==> src/rtl/nonce_reporter.sv <==
// Serialises nonce decoder results into tag/nonce byte frames on a valid/ready byte stream.
// Optional trailing XOR checksum byte when NONCE_REPORTER_CHECKSUM_EN is defined.
module nonce_reporter #(
  parameter logic [7:0]  SUCCESS_TAG = 8'hA5,
  parameter logic [7:0]  FAIL_TAG    = 8'h5A,
  parameter int unsigned DROP_W      = 8
) (
  input  logic              clk,
  input  logic              rst,
  input  logic              valid_i,
  input  logic              success_i,
  input  logic [31:0]       nonce_i,
  input  logic              ready_i,
  output logic              valid_o,
  output logic [7:0]        data_o,
  output logic              busy_o,
  output logic [DROP_W-1:0] dropped_o
);

  localparam int unsigned NONCE_W = 32;
  localparam int unsigned IDX_W   = 2;

  typedef enum logic [1:0] {IDLE, TAG, NONCE, CSUM} state_t;

  state_t             state_q, state_n;
  logic [IDX_W-1:0]   idx_q, idx_n;
  logic               frm_succ_q, frm_succ_n;
  logic [NONCE_W-1:0] frm_nonce_q, frm_nonce_n;
  logic               pend_full_q, pend_full_n;
  logic               pend_succ_q, pend_succ_n;
  logic [NONCE_W-1:0] pend_nonce_q, pend_nonce_n;
  logic [DROP_W-1:0]  drop_n;
  logic               valid_n, busy_n;
  logic [7:0]         data_n;
  logic               xfer_c, eof_c, slot_free_c;

  // Next-state, frame/pending bookkeeping and registered output decode
  always_comb begin
    state_n      = state_q;
    idx_n        = idx_q;
    frm_succ_n   = frm_succ_q;
    frm_nonce_n  = frm_nonce_q;
    pend_full_n  = pend_full_q;
    pend_succ_n  = pend_succ_q;
    pend_nonce_n = pend_nonce_q;
    drop_n       = dropped_o;
    valid_n      = 1'b0;
    data_n       = data_o;
    busy_n       = 1'b0;
    eof_c        = 1'b0;
    xfer_c       = valid_o & ready_i;

    case (state_q)
      TAG: begin
        if (xfer_c) begin
          if (frm_succ_q) begin
            state_n = NONCE;
            idx_n   = IDX_W'(3);
          end else begin
`ifdef NONCE_REPORTER_CHECKSUM_EN
            state_n = CSUM;
`else
            eof_c   = 1'b1;
`endif
          end
        end
      end
      NONCE: begin
        if (xfer_c) begin
          if (idx_q == IDX_W'(0)) begin
`ifdef NONCE_REPORTER_CHECKSUM_EN
            state_n = CSUM;
`else
            eof_c   = 1'b1;
`endif
          end else begin
            idx_n = idx_q - IDX_W'(1);
          end
        end
      end
      CSUM: begin
        if (xfer_c) eof_c = 1'b1;
      end
      default: ;
    endcase

    // Frame slot frees up in IDLE or on the last-byte transfer; pending has priority over a new result
    slot_free_c = (state_q == IDLE) | eof_c;
    if (slot_free_c) begin
      if (pend_full_q) begin
        state_n     = TAG;
        frm_succ_n  = pend_succ_q;
        frm_nonce_n = pend_nonce_q;
        pend_full_n = valid_i;
        if (valid_i) begin
          pend_succ_n  = success_i;
          pend_nonce_n = success_i ? nonce_i : '0;
        end
      end else if (valid_i) begin
        state_n     = TAG;
        frm_succ_n  = success_i;
        frm_nonce_n = success_i ? nonce_i : '0;
      end else begin
        state_n = IDLE;
      end
    end else if (valid_i) begin
      if (!pend_full_q) begin
        pend_full_n  = 1'b1;
        pend_succ_n  = success_i;
        pend_nonce_n = success_i ? nonce_i : '0;
      end else if (dropped_o != {DROP_W{1'b1}}) begin
        drop_n = dropped_o + DROP_W'(1);
      end
    end

    valid_n = (state_n != IDLE);
    busy_n  = (state_n != IDLE) | pend_full_n;
    case (state_n)
      TAG:     data_n = frm_succ_n ? SUCCESS_TAG : FAIL_TAG;
      NONCE:   data_n = frm_nonce_n[{idx_n, 3'b000} +: 8];
`ifdef NONCE_REPORTER_CHECKSUM_EN
      // Fail frames carry a zero nonce, so the nonce bytes cancel out of the XOR
      CSUM:    data_n = (frm_succ_n ? SUCCESS_TAG : FAIL_TAG) ^ frm_nonce_n[31:24]
                        ^ frm_nonce_n[23:16] ^ frm_nonce_n[15:8] ^ frm_nonce_n[7:0];
`endif
      default: data_n = data_o;
    endcase
  end

  // State, frame, pending and output registers
  always_ff @(posedge clk or negedge rst) begin
    if (!rst) begin
      state_q      <= IDLE;
      idx_q        <= '0;
      frm_succ_q   <= 1'b0;
      frm_nonce_q  <= '0;
      pend_full_q  <= 1'b0;
      pend_succ_q  <= 1'b0;
      pend_nonce_q <= '0;
      dropped_o    <= '0;
      valid_o      <= 1'b0;
      data_o       <= '0;
      busy_o       <= 1'b0;
    end else begin
      state_q      <= state_n;
      idx_q        <= idx_n;
      frm_succ_q   <= frm_succ_n;
      frm_nonce_q  <= frm_nonce_n;
      pend_full_q  <= pend_full_n;
      pend_succ_q  <= pend_succ_n;
      pend_nonce_q <= pend_nonce_n;
      dropped_o    <= drop_n;
      valid_o      <= valid_n;
      data_o       <= data_n;
      busy_o       <= busy_n;
    end
  end

endmodule

==> config.mk <==
export PLATFORM = sky130hd
export DESIGN_NAME = nonce_reporter
export DESIGN_NICKNAME = d
export VERILOG_FILES = /design/src/rtl/nonce_reporter.sv
export SDC_FILE = /design/constraint.sdc
export NUM_CORES = 1
export LEC_CHECK = 0
export ABC_AREA = 1
export BUFFER_PORTS_ARGS = -buffer_cell sky130_fd_sc_hd__buf_2
export CAP_MARGIN = 40
export CORE_UTILIZATION = 45
export CTS_CLUSTER_SIZE = 20
export DETAILED_ROUTE_END_ITERATION = 8
export GPL_TIMING_DRIVEN = 0
export HOLD_SLACK_MARGIN = 0.06
export REMOVE_ABC_BUFFERS = 1
export SKIP_CTS_REPAIR_TIMING = 1
export SLEW_MARGIN = 20
export SYNTH_ARGS = -nofsm -noshare
export SYNTH_HDL_FRONTEND = slang
export SYNTH_SLANG_ARGS = --single-unit
==> constraint.sdc <==
create_clock -name clk -period 5.35 [get_ports clk]
set_input_delay 1.07 -clock clk [delete_from_list [all_inputs] [get_ports clk]]
set_output_delay 1.07 -clock clk [all_outputs]
set_load 0.02 [all_outputs]
## Word-level counts from Yosys, hierarchy flattened

Cells that the tools add are included.
Widths: inputs -> output; s select.

- Add/sub/neg operators: 2
- Equal/unequal tests: 9
- Shift operators: 1
- Mux-type cells: 39
- Bitwise logic cells: 4
- Reductions and logical operators: 7

Operators by type and width:

| kind | count |
|---|---|
| $mux 32 | 9 |
| $shiftx 32x6->8 | 1 |
| $mux 1 | 18 |
| $mux 2 | 8 |
| $pmux 8 s2 | 1 |
| $add 8x1->8 const B | 1 |
| $mux 8 | 1 |
| $ne 8x8->1 const B | 1 |
| $reduce_and 4->1 | 2 |
| $eq 2x2->1 const B | 3 |
| $reduce_bool 2->1 | 3 |
| $eq 2x1->1 const B | 2 |
| $logic_not 2->1 | 2 |
| $ne 2x2->1 const B | 2 |
| $pmux 2 s2 | 1 |
| $pmux 1 s3 | 1 |
| $ne 2x1->1 const B | 1 |
| $or 1x1->1 | 2 |
| $sub 2x1->2 const B | 1 |
| $and 1x1->1 | 1 |
| $not 1->1 | 1 |

- Register bits after elaboration: 89
- Bits of input ports: 37
- Output and inout bits: 18
- Word-level logic and storage cells: 73

## Longest topological paths before layout

- Depth in word-level cells: 8
- Depth in mapped cells: 19

## Least setup slack after synthesis

OpenSTA, ideal clock, no wires.

- Kind: input to register
- Start point: in ready_i
- End point: reg data_o[1]
- Arrival: 2.761 ns
- Required time: 5.285 ns
- Slack: 2.524 ns
- Stages: 13
- Cell sequence: nand2_1 -> nor2_1 -> nand2_4 -> nand2_4 -> buf_8 -> buf_6 -> o31ai_1 -> inv_1 -> ha_1 -> clkinv_1 -> a21oi_1 -> nand2_1 -> nand2_1

- Cells in the longest elaborated chain, start to end: 7
- Elaborated cells on any way between the ends: 20
- Classes of those cells: eq/ne (2); shift (1); mux (14); bitwise (2); reduce/logical (1)

RTL lines:

| item | line | RTL |
|---|---|---|
| start: declaration | 13 | `input logic ready_i,` |
| $and 1x1->1 (*) | 51 | `xfer_c = valid_o & ready_i;` |
| $mux 1 (on tied branches) | 82, 55, 69 |  |
| $pmux 1 s3 | 53 | `case (state_q)` |
| $or 1x1->1 | 88 | `slot_free_c = (state_q == IDLE) \| eof_c;` |
| $mux 2 (*) | 89 | `if (slot_free_c) begin` |
| via state_n[0] | 25 | `state_t state_q, state_n;` |
| $eq 2x2->1 / $eq 2x1->1 (equally long branches) | 118 | `case (state_n)` |
| $pmux 8 s2 / $reduce_bool 2->1 (equally long branches) | - |  |
| end signal: assignment | 154 | `data_o <= data_n;` |
| end: declaration | 15 | `output logic [7:0] data_o,` |

The timed path passes the listed nets; every way through them passes the cells marked *.
A chain may end at the register's enable or synchronous reset.

## Worst setup path in the final report

- Start point: in valid_i
- End point: reg data_o[1]

- Cells in the longest elaborated chain, start to end: 5
- Elaborated cells on any way between the ends: 15
- Classes of those cells: eq/ne (2); shift (1); mux (11); reduce/logical (1)

RTL lines:

| item | line | RTL |
|---|---|---|
| start: declaration | 10 | `input logic valid_i,` |
| $mux 1 (*) | 99 | `end else if (valid_i) begin` |
| $mux 1 (*) | 90 | `if (pend_full_q) begin` |
| $mux 2 (*) | 89 |  |
| via state_n[0] | 25 |  |
| $eq 2x2->1 / $eq 2x1->1 (equally long branches) | 118 |  |
| $pmux 8 s2 / $reduce_bool 2->1 (equally long branches) | - |  |

Marks and branches as above.

==> summary.txt <==
Run status
  • Status: completed

Worst setup path
  • Setup crit end kind: flip-flop
  • Arrival @ worst endpoint: between 3 and 4 ns
  • Setup CP Type: in -> reg
  • Crit-path max FO: 42
  • Worst setup SP type: primary input
  • Critical Path RT: 5.67 ns

Timing
  • Final setup viols: 0
  • FMAX: 279 MHz
  • Period utilization: about 67%
  • Max Slew Vio Count: 0
  • Final Hold Vio Count: 0
  • Worst hold slack: approximately 0.49 ns
  • Final WS setup: 1.77 ns
  • Actual slew at the worst max-slew pin: 0.805 ns
  • Final Critical Period: 3.58 ns
  • Unrepaired setup endpoints after global routing: false
  • Max-slew headroom: a little under half
  • Clock Skews: 0.0129 ns
  • Final setup TNS: 0 ns

Synth
  • Synth Area in Adders: ~2.1%
  • Post-synthesis compound-gate area fraction: 13.6%
  • Async SR Flop Fraction: 100%
  • Synth Cell Area: between 4000 and 5000 um2
  • Mean Syn Cell Area: about 7.7 um2
  • Multiplexer share of the synthesized area: 0%
  • Flop and latch count out of synthesis: 89
  • Largest family of logic cells by synthesized area: simple AND/OR/NAND/NOR gates
  • Post-synthesis sequential area ratio: a little under half
  • Synth Area in Simple Gates: between 30% and 40%
  • Gate Count Post-Synth: roughly 630
  • Main synth FF type: dfrtp_1
  • Yosys warnings: 0
  • Number of synthesized flops with an enable pin: 0
  • XOR/XNOR Fraction of Synth Area: around 1.1%
  • Library cells used by synthesis: 31

Drt
  • Detailed Route Iter0 Violations: about 260
  • Drt pass-1 iters: 5
  • Total wire length: ~12000 um
  • Post-route ant nets: 0
  • Drt drc: 0
  • DR vias: ~4200
  • Vias per inst: ~5.3
  • Wirelength per Cell: 15.2 um

Floorplanning
  • I/O pins: 55
  • Die Height: around 110 um
  • Starting Density: between 40% and 50%
  • Core area: 10400 um2
  • Row cnt: 37
  • Die area: between 10000 and 15000 um2
  • Die width: 106 um

Layout
  • Post-layout util: about half
  • Syn-to-layout area delta: 11.4%
  • Antenna fix cells: 0
  • Number of nets in the layout: around 700
  • Leading cell type in the layout, fill and taps excluded: nand2_1
  • Share of cells above drive strength 1: approximately 16%
  • Most frequent cells in the layout: 221 x nand2_1, 97 x nand3_1, 88 x dfrtp_1
  • Final Cell Area: roughly 5400 um2

Clock tree
  • Reg clk slew, reported paths: about 0.09 ns
  • Clock Latency Late Sink: between 0.3 and 0.4 ns
  • CTS Buffer Depth: 2
  • CTS tree: built
  • H-tree depth: 3
  • CTS Buf Count: 9
  • Clock Tree Root: clkbuf_8
  • CTS Sinks: between 80 and 90

Placed design
  • Placed inst area: ~5000 um2
  • Pre-CTS WS: roughly 1.4 ns
  • DP Wirelength: ~7700 um
  • Port Buffers: between 50 and 60
  • Placer Congestion: a little under 0.9

Flow run
  • Max-Cap Viols: 0

Global routing
  • Vias in the first global route: ~4100
  • Pin count of the biggest net entering global routing: 67
  • Grt ovf: 0
  • Initial antenna violation count: 0
  • First-pass GRT wire length: 20600 um
  • Aggregate global-route resource usage: roughly a quarter

Power
  • Maximum VDD drop: between 200 and 250 uV
  • PD cells: slightly above 600 nW/um2
  • Leak Pwr: 2.71 nW

Worst hold path
  • Hold Path Class: reg -> reg
[synthesized netlist by cell type, types with 2 or more instances]
library cell / count / area (um2)
nand3_1: 97 / 485
buf_6: 8 / 90.1
nor2_1: 20 / 75.1
o21ai_1: 14 / 70.1
ha_1: 8 / 100
o21ai_2: 14 / 123
nand2_2: 4 / 25.0
clkbuf_1: 16 / 60.1
a211oi_1: 5 / 37.5
a21oi_1: 14 / 70.1
inv_2: 5 / 18.8
dfrtp_1: 89 / 2230
xor2_1: 5 / 43.8
nand2_4: 2 / 22.5
buf_2: 11 / 55.1
o21ai_0: 60 / 300
inv_1: 20 / 75.1
nand2_1: 221 / 830
[cells by family (layout without fill, tap and decap cells)]
| group | after synthesis | after routing |
|---|---|---|
| and+or+nand+nor | 349 | 349 |
| AOI/OAI and AO/OA | 111 | 111 |
| DFF | 89 | 89 |
| buffers and inverters | 63 | 101 |
| adders and majority gates | 8 | 8 |
| xor gates and xnor gates | 6 | 6 |
[power breakdown]
group,leakage [nW],total [mW],internal [mW],switching [mW]
combinational,1.46,1.68,0.551,1.13
clock,0.103,0.490,0.241,0.249
sequential,1.14,1.15,0.967,0.186
total,2.71,3.33,1.76,1.57
[layout make-up]
type | instances | area, um2
Tap cell | 136 | 170
Timing Repair Buffer | 59 | 399
Fill cell | 1051 | 4990
Multi-Input combinational cell | 474 | 2290
Clock inverter | 3 | 40.0
Inverter | 26 | 97.6
Clock buffer | 13 | 159
Sequential cell | 89 | 2230
[stage by stage]
stage / cells / power, mW
6_report: 800 / 3.33
5_1_grt: 800 / 3.62
4_1_cts: 798 / 3.33
3_5_place_dp: 782 / 2.83
3_3_place_gp: 779 / 2.73
2_1_floorplan: 589 / 2.27
[path summary, 6_finish.rpt]
path | cells after the start | from | slack, ns | end
min in group asynchronous | 1 | rst | 0.57 | pend_nonce_q[11]
max in group asynchronous | 2 | rst | 4.18 | frm_succ_q
setup reg to reg | 15 | state_q[0] | 1.86 | data_o[1]
hold reg to reg | 2 | pend_nonce_q[10] | 0.49 | pend_nonce_q[10]
hold / removal | 2 | pend_nonce_q[10] | 0.49 | pend_nonce_q[10]
setup / recovery | 11 | valid_i | 1.77 | data_o[1]
[sequential cells by signal (all words and copies together) (netlist names)]
| signal | cells |
|---|---|
| frm_nonce_q | 32 |
| pend_nonce_q | 32 |
| data_o | 8 |
| dropped_o | 8 |
| idx_q | 2 |
| state_q | 2 |
| busy_o | 1 |
| frm_succ_q | 1 |
| pend_full_q | 1 |
| pend_succ_q | 1 |
| valid_o | 1 |
[routing by layer]
metal / vias up / part of all wire (%) / GRT usage, %
met4: 0 / 2.1 / 8.13
met3: 21 / 3.8 / 4.70
met1: 1981 / 50 / 33.3
met2: 108 / 44 / 36.5
met5: - / 0 / 0
li1: 2134 / - / -
[critical path: stages]
cell and delay [ns]:
buf_2 0.60, inv_1 0.51, nand2_2 0.29, nand2_1 0.08, o31ai_1 0.11, inv_1 0.12
ha_1 0.31, clkinv_1 0.25, a21oi_1 0.38, nand2_1 0.09, nand2_1 0.06
Note: power is estimated with default switching activity, not from simulation.
